<file path="src/rtl/muldiv_sequencer.sv">
// RV32M multiply/divide execute unit: 32-step shift-add multiply or restoring
// divide over one shared adder, with start/done handshake and pipeline stall.
module muldiv_sequencer #(
  parameter int XLEN = 32
) (
  input  logic            clk,
  input  logic            reset,
  input  logic            start,
  input  logic            flush,
  input  logic [2:0]      Funct3,
  input  logic [XLEN-1:0] SrcA,
  input  logic [XLEN-1:0] SrcB,
  output logic [XLEN-1:0] Result,
  output logic            done,
  output logic            busy,
  output logic            stall
);

  localparam int CW = $clog2(XLEN);
  localparam int AW = XLEN + 2;
  localparam logic [CW-1:0]   LAST    = CW'(XLEN - 1);
  localparam logic [XLEN-1:0] MIN_INT = {1'b1, {(XLEN-1){1'b0}}};

  typedef enum logic [1:0] {
    S_IDLE,
    S_CALC,
    S_FIX,
    S_DONE
  } state_t;

  state_t          r_state;
  logic [CW-1:0]   r_count;
  logic [2:0]      r_funct3;
  logic [XLEN-1:0] r_a;
  logic [XLEN-1:0] r_b;
  logic [XLEN-1:0] r_hi;
  logic [XLEN-1:0] r_lo;
  logic [XLEN-1:0] r_result;
  logic            r_neg_res;
  logic            r_neg_rem;
  logic            r_done;

  // Operand decode at acceptance time
  logic            w_is_div;
  logic            w_a_signed;
  logic            w_b_signed;
  logic            w_neg_a;
  logic            w_neg_b;
  logic [XLEN-1:0] w_mag_a;
  logic [XLEN-1:0] w_mag_b;
  logic            w_div_zero;
  logic            w_div_ovf;

  assign w_is_div   = Funct3[2];
  assign w_a_signed = w_is_div ? ~Funct3[0] : (Funct3[1:0] != 2'b11);
  assign w_b_signed = w_is_div ? ~Funct3[0] : ~Funct3[1];
  assign w_neg_a    = w_a_signed & SrcA[XLEN-1];
  assign w_neg_b    = w_b_signed & SrcB[XLEN-1];
  assign w_mag_a    = w_neg_a ? (~SrcA + XLEN'(1)) : SrcA;
  assign w_mag_b    = w_neg_b ? (~SrcB + XLEN'(1)) : SrcB;
  assign w_div_zero = w_is_div & (SrcB == '0);
  assign w_div_ovf  = w_is_div & ~Funct3[0] & (SrcA == MIN_INT) & (SrcB == '1);

  // Shared adder: add multiplicand for multiply, trial-subtract divisor for divide.
  // The extra top bit acts as the borrow flag of the trial subtraction.
  logic            w_op_div;
  logic [AW-1:0]   w_add_x;
  logic [AW-1:0]   w_add_y;
  logic [AW-1:0]   w_sum;
  logic            w_fits;

  assign w_op_div = r_funct3[2];
  assign w_add_x  = w_op_div ? {1'b0, r_hi, r_lo[XLEN-1]} : {2'b00, r_hi};
  assign w_add_y  = w_op_div ? {2'b00, r_b} : (r_lo[0] ? {2'b00, r_a} : '0);
  assign w_sum    = w_add_x + (w_add_y ^ {AW{w_op_div}}) + AW'(w_op_div);
  assign w_fits   = ~w_sum[AW-1];

  // Sign correction and result selection
  logic [2*XLEN-1:0] w_prod;
  logic [2*XLEN-1:0] w_prod_fix;
  logic [XLEN-1:0]   w_quo_fix;
  logic [XLEN-1:0]   w_rem_fix;
  logic [XLEN-1:0]   w_fix_result;

  assign w_prod     = {r_hi, r_lo};
  assign w_prod_fix = r_neg_res ? (~w_prod + (2*XLEN)'(1)) : w_prod;
  assign w_quo_fix  = r_neg_res ? (~r_lo + XLEN'(1)) : r_lo;
  assign w_rem_fix  = r_neg_rem ? (~r_hi + XLEN'(1)) : r_hi;

  always_comb begin
    // NOTE: default assignment first so no path through the block leaves the output unassigned (no latch).
    w_fix_result = '0;
    case (r_funct3)
      3'b000:                 w_fix_result = w_prod_fix[XLEN-1:0];
      3'b001, 3'b010, 3'b011: w_fix_result = w_prod_fix[2*XLEN-1:XLEN];
      3'b100, 3'b101:         w_fix_result = w_quo_fix;
      default:                w_fix_result = w_rem_fix;
    endcase
  end

  // NOTE: state registers use non-blocking assignments so every flop samples pre-edge values.
  always_ff @(posedge clk or negedge reset) begin
    if (!reset) begin
      r_state   <= S_IDLE;
      r_count   <= '0;
      r_funct3  <= '0;
      r_a       <= '0;
      r_b       <= '0;
      r_hi      <= '0;
      r_lo      <= '0;
      r_result  <= '0;
      r_neg_res <= 1'b0;
      r_neg_rem <= 1'b0;
      r_done    <= 1'b0;
    end else begin
      r_done <= 1'b0;
      if (flush) begin
        r_state <= S_IDLE;
      end else begin
        case (r_state)
          S_IDLE: begin
            if (start) begin
              r_funct3 <= Funct3;
              r_a      <= w_mag_a;
              r_b      <= w_mag_b;
              r_count  <= '0;
              // Special divides preload the final quotient/remainder and skip CALC.
              if (w_div_zero) begin
                r_hi      <= SrcA;
                r_lo      <= '1;
                r_neg_res <= 1'b0;
                r_neg_rem <= 1'b0;
                r_state   <= S_FIX;
              end else if (w_div_ovf) begin
                r_hi      <= '0;
                r_lo      <= MIN_INT;
                r_neg_res <= 1'b0;
                r_neg_rem <= 1'b0;
                r_state   <= S_FIX;
              end else begin
                r_hi      <= '0;
                r_lo      <= w_is_div ? w_mag_a : w_mag_b;
                r_neg_res <= w_neg_a ^ w_neg_b;
                r_neg_rem <= w_neg_a;
                r_state   <= S_CALC;
              end
            end
          end
          S_CALC: begin
            r_count <= r_count + CW'(1);
            if (w_op_div) begin
              if (w_fits) begin
                r_hi <= w_sum[XLEN-1:0];
                r_lo <= {r_lo[XLEN-2:0], 1'b1};
              end else begin
                r_hi <= {r_hi[XLEN-2:0], r_lo[XLEN-1]};
                r_lo <= {r_lo[XLEN-2:0], 1'b0};
              end
            end else begin
              {r_hi, r_lo} <= {w_sum[XLEN:0], r_lo[XLEN-1:1]};
            end
            if (r_count == LAST) begin
              r_state <= S_FIX;
            end
          end
          S_FIX: begin
            r_result <= w_fix_result;
            r_done   <= 1'b1;
            r_state  <= S_DONE;
          end
          default: begin
            r_state <= S_IDLE;
          end
        endcase
      end
    end
  end

  assign Result = r_result;
  assign done   = r_done;
  assign busy   = (r_state != S_IDLE);
  assign stall  = ((r_state == S_IDLE) & start & ~flush) | (r_state == S_CALC) | (r_state == S_FIX);

endmodule

</file>
<file path="config.mk">
export PLATFORM = sky130hd
export DESIGN_NAME = muldiv_sequencer
export DESIGN_NICKNAME = d
export VERILOG_FILES = /design/src/rtl/muldiv_sequencer.sv
export SDC_FILE = /design/constraint.sdc
export NUM_CORES = 1
export LEC_CHECK = 0
export BUFFER_PORTS_ARGS = -buffer_cell sky130_fd_sc_hd__buf_2
export CORE_ASPECT_RATIO = 0.7
export CORE_MARGIN = 2
export CORE_UTILIZATION = 50
export CTS_CLUSTER_SIZE = 8
export DETAILED_ROUTE_END_ITERATION = 6
export PLACE_DENSITY = 0.66
export SETUP_SLACK_MARGIN = 0.05
export SLEW_MARGIN = 20
export SYNTH_ARGS = -nofsm -noshare
export SYNTH_HDL_FRONTEND = slang
export SYNTH_SLANG_ARGS = --single-unit
</file>
<file path="constraint.sdc">
create_clock -name clk -period 4.4 [get_ports clk]
set_input_delay 0.66 -clock clk [delete_from_list [all_inputs] [get_ports clk]]
set_output_delay 0.66 -clock clk [all_outputs]
set_load 0.05 [all_outputs]
</file>
==> impl_metrics.py <==
metrics = {
    "synthesis": {
        "syn_inst": 1839,
        "yosysMostFrequentCell": "nand2_1",
        "seq_area_frac_synth": 0.299,
        "syn_nets": 1953,
        "synth-edff-count": 0,
        "async_flop_share": 1.00,
        "ys_ff_latch": 173,
        "ys_warn_count": 0,
        "synth_cell_types": 77,
        "syn_avg_cell_area_um2": 7.88,
        "synth_area_leader_cell": "dfrtp_1",
        "synth-main-ff-cell": "dfrtp_1",
        "syn_area_um2": 14500,
        "yosys-top-cells-count": "nand2_1, o21ai_0, dfrtp_1",
        "synth_top_area_share": 0.299,
        "yosys-top-cells-area": "dfrtp_1, o21ai_0, nand2_1",
    },
    "routing": {
        "firstDrtPassIters": 5,
        "via_count": 14851,
        "antenna_left": 0,
        "viasPerCell": 6.59,
        "drt_iter0_markers": 1836,
        "drc": 0,
        "wirelength_um": 54000,
        "wire_per_inst_um": 23.9,
    },
    "timing": {
        "hold_ws_ps": 275,
        "fin_tns_setup_ps": 0,
        "worst_pin_slew_ps": 1070,
        "maxSlewHeadroom": 0.282,
        "rsz0062_at_grt": "no",
        "finalClockSkew_ps": 16.5,
        "fmax_mhz": 255,
        "setup_viol": 0,
        "hold_viol": 0,
        "fin_crit_ps": 3920,
        "drv_slew": 0,
        "finalCritPeriodShare": 0.891,
    },
    "clock_network": {
        "clock-sinks": 173,
        "cts_made_buffers": 17,
        "cts_hold_buf": 0,
        "h-tree-depth": 4,
        "cts_setup_buffers": 0,
        "cts_repair_resize_count": 0,
        "worstSkewPairLatency_ps": 470,
        "cts_tree": "built",
        "clk_pin_slew_ps": 80,
        "clock-root-buffer": "clkbuf_16",
        "clock_path_buffers": 2,
    },
    "place": {
        "dp_hpwl_um": 40800,
        "place_inst": 2223,
        "gp_congestion": 1.02,
        "portBuffers": 105,
    },
    "die": {
        "start_util": 0.505,
        "chipWidth_um": 207,
        "ios": 106,
        "num_rows": 52,
        "die_y_um": 146,
        "die_area_um2": 30400,
        "coreArea_um2": 28700,
    },
    "status": {
        "status": "complete, no violations",
    },
    "worst_setup_path": {
        "crit_path_start_kind": "flip-flop",
        "worstPathRequired_ps": 4750,
        "crit_top_cell": "a21oi_1",
        "cpPeakStageDelay_ps": 520,
        "cp_slowest_cell": "a221oi_1",
        "crit_path_max_fanout": 43,
        "path_delay_family": "compound AO/OA/AOI/OAI gates",
        "end_kind": "flip-flop",
        "path_cells": "buf_12 -> mux2_2 -> ha_1 -> a21oi_1 -> o21ai_0 -> a221oi_1 -> a21oi_1 -> or2_2 -> a221o_1 -> nand2_1 -> a21oi_1",
        "critPathArrivalTime_ps": 4270,
        "path_buf_inv": 1,
        "worst-setup-path-type": "reg -> reg",
    },
    "flow_run": {
        "maxCapViolCount": 0,
    },
    "cells_and_area": {
        "nets": 1978,
        "fillCellCount": 2727,
        "syn2layout_area_growth_pct": 10.2,
        "final_cells": 2255,
        "final_layout_size_suffix_gt1_frac": 0.140,
        "antenna_cells": 0,
    },
    "worst_hold_path": {
        "min-delay-path-class": "in -> async",
    },
    "power": {
        "vdd.ir_drop.worst_v": 0.000714,
        "power_density_nw_per_um2": 895,
        "p_leak_nw": 6.75,
    },
    "global_routing": {
        "grt_use_total": 0.354,
        "grt_max_degree": 108,
        "grt_pass1_wl_um": 83000,
        "first_global_vias": 13785,
        "antenna_found_initial": 1,
        "grt_overflow": 0,
    },
}
-- area by class of cell --
class,instances,area (um^2),share of cell area
Tap cell,378,473,0.0296
Clock buffer,18,439,0.0275
Sequential cell,173,4330,0.271
Inverter,30,113,0.00705
Timing Repair Buffer,156,965,0.0604
Multi-Input combinational cell,1486,9490,0.594
Clock inverter,14,161,0.0101
-- final timing paths --
check / slack, ps / depth (start not counted) / startpoint / endpoint
worst min register to register: 480 / 2 / Result[22]$_DFFE_PN0P_ / Result[22]$_DFFE_PN0P_
worst max-delay path: 480 / 11 / r_funct3[2]$_DFFE_PN0P_ / r_hi[2]$_DFFE_PN0P_
max in group asynchronous: 3150 / 2 / reset / Result[3]$_DFFE_PN0P_
worst min-delay path: 270 / 1 / reset / r_b[27]$_DFFE_PN0P_
min in group clk: 460 / 2 / flush / r_state[1]$_DFFE_PN0P_
worst max register to register: 480 / 11 / r_funct3[2]$_DFFE_PN0P_ / r_hi[2]$_DFFE_PN0P_
-- sequential cells by signal, summed over array words and instances (netlist names) --
| name | cells |
|---|---|
| Result | 32 |
| r_a | 32 |
| r_b | 32 |
| r_hi | 32 |
| r_lo | 32 |
| r_count | 5 |
| r_funct3 | 3 |
| r_state | 2 |
| done | 1 |
| r_neg_rem | 1 |
| r_neg_res | 1 |
-- logic make-up (layout without fill, tap and decap cells) --
logic type | count (synthesis) | in the layout | share of synthesized area
AO/OA/AOI/OAI | 603 | 603 | 0.258
multiplexers | 88 | 88 | 0.0644
flip-flops | 173 | 173 | 0.299
adder cells (fa/ha/maj) | 43 | 43 | 0.0376
AND/OR/NAND/NOR | 581 | 581 | 0.189
buffers and inverters | 180 | 218 | 0.0486
XOR/XNOR | 171 | 171 | 0.103
-- per-layer routing --
layer / vias to the layer above / global-route usage / wire [um]
met4: 0 / 0.126 / 1770
met2: 868 / 0.488 / 21800
li1: 6724 / - / -
met3: 95 / 0.105 / 6770
met1: 7164 / 0.519 / 23600
met5: - / 0 / 0
-- cells in the final DEF (no fill, tap or decap), types with 20 or more instances in the layout --
cell type  Yosys  final
xnor2_1       99     99
inv_1         30     30
buf_2          4    104
o31ai_1       32     32
mux2i_1       46     46
xor2_1        72     72
and3_1        20     20
nor2_1        89     88
nand3_1       40     40
or3_1         27     27
a21oi_1      141    140
buf_4          0     47
nor3_1        23     22
ha_1          42     41
o22ai_1       29     29
dfrtp_1      173    171
mux2_2        42     42
o21ai_0      217    217
nand2_1      275    275
-- metrics by stage --
step	setup WS (ps)	utilization	power (W)	cell area, um^2
6_report	478	0.557	0.0143	16000
5_1_grt	277	0.557	0.0152	16000
4_1_cts	579	0.557	0.0140	16000
3_5_place_dp	454	0.536	0.0124	15400
3_3_place_gp	447	0.536	0.0123	15400
2_1_floorplan	315	-	0.00980	14500
-- power by group --
group          leakage (nW)  internal [W]  total [W]  switching, W
sequential             2.16       0.00230    0.00337       0.00106
combinational          4.30       0.00348    0.00931       0.00583
clock                 0.292      0.000864    0.00162      0.000759
total                  6.75       0.00665     0.0143       0.00765
No activity file was read; power rests on OpenSTA's default activity.
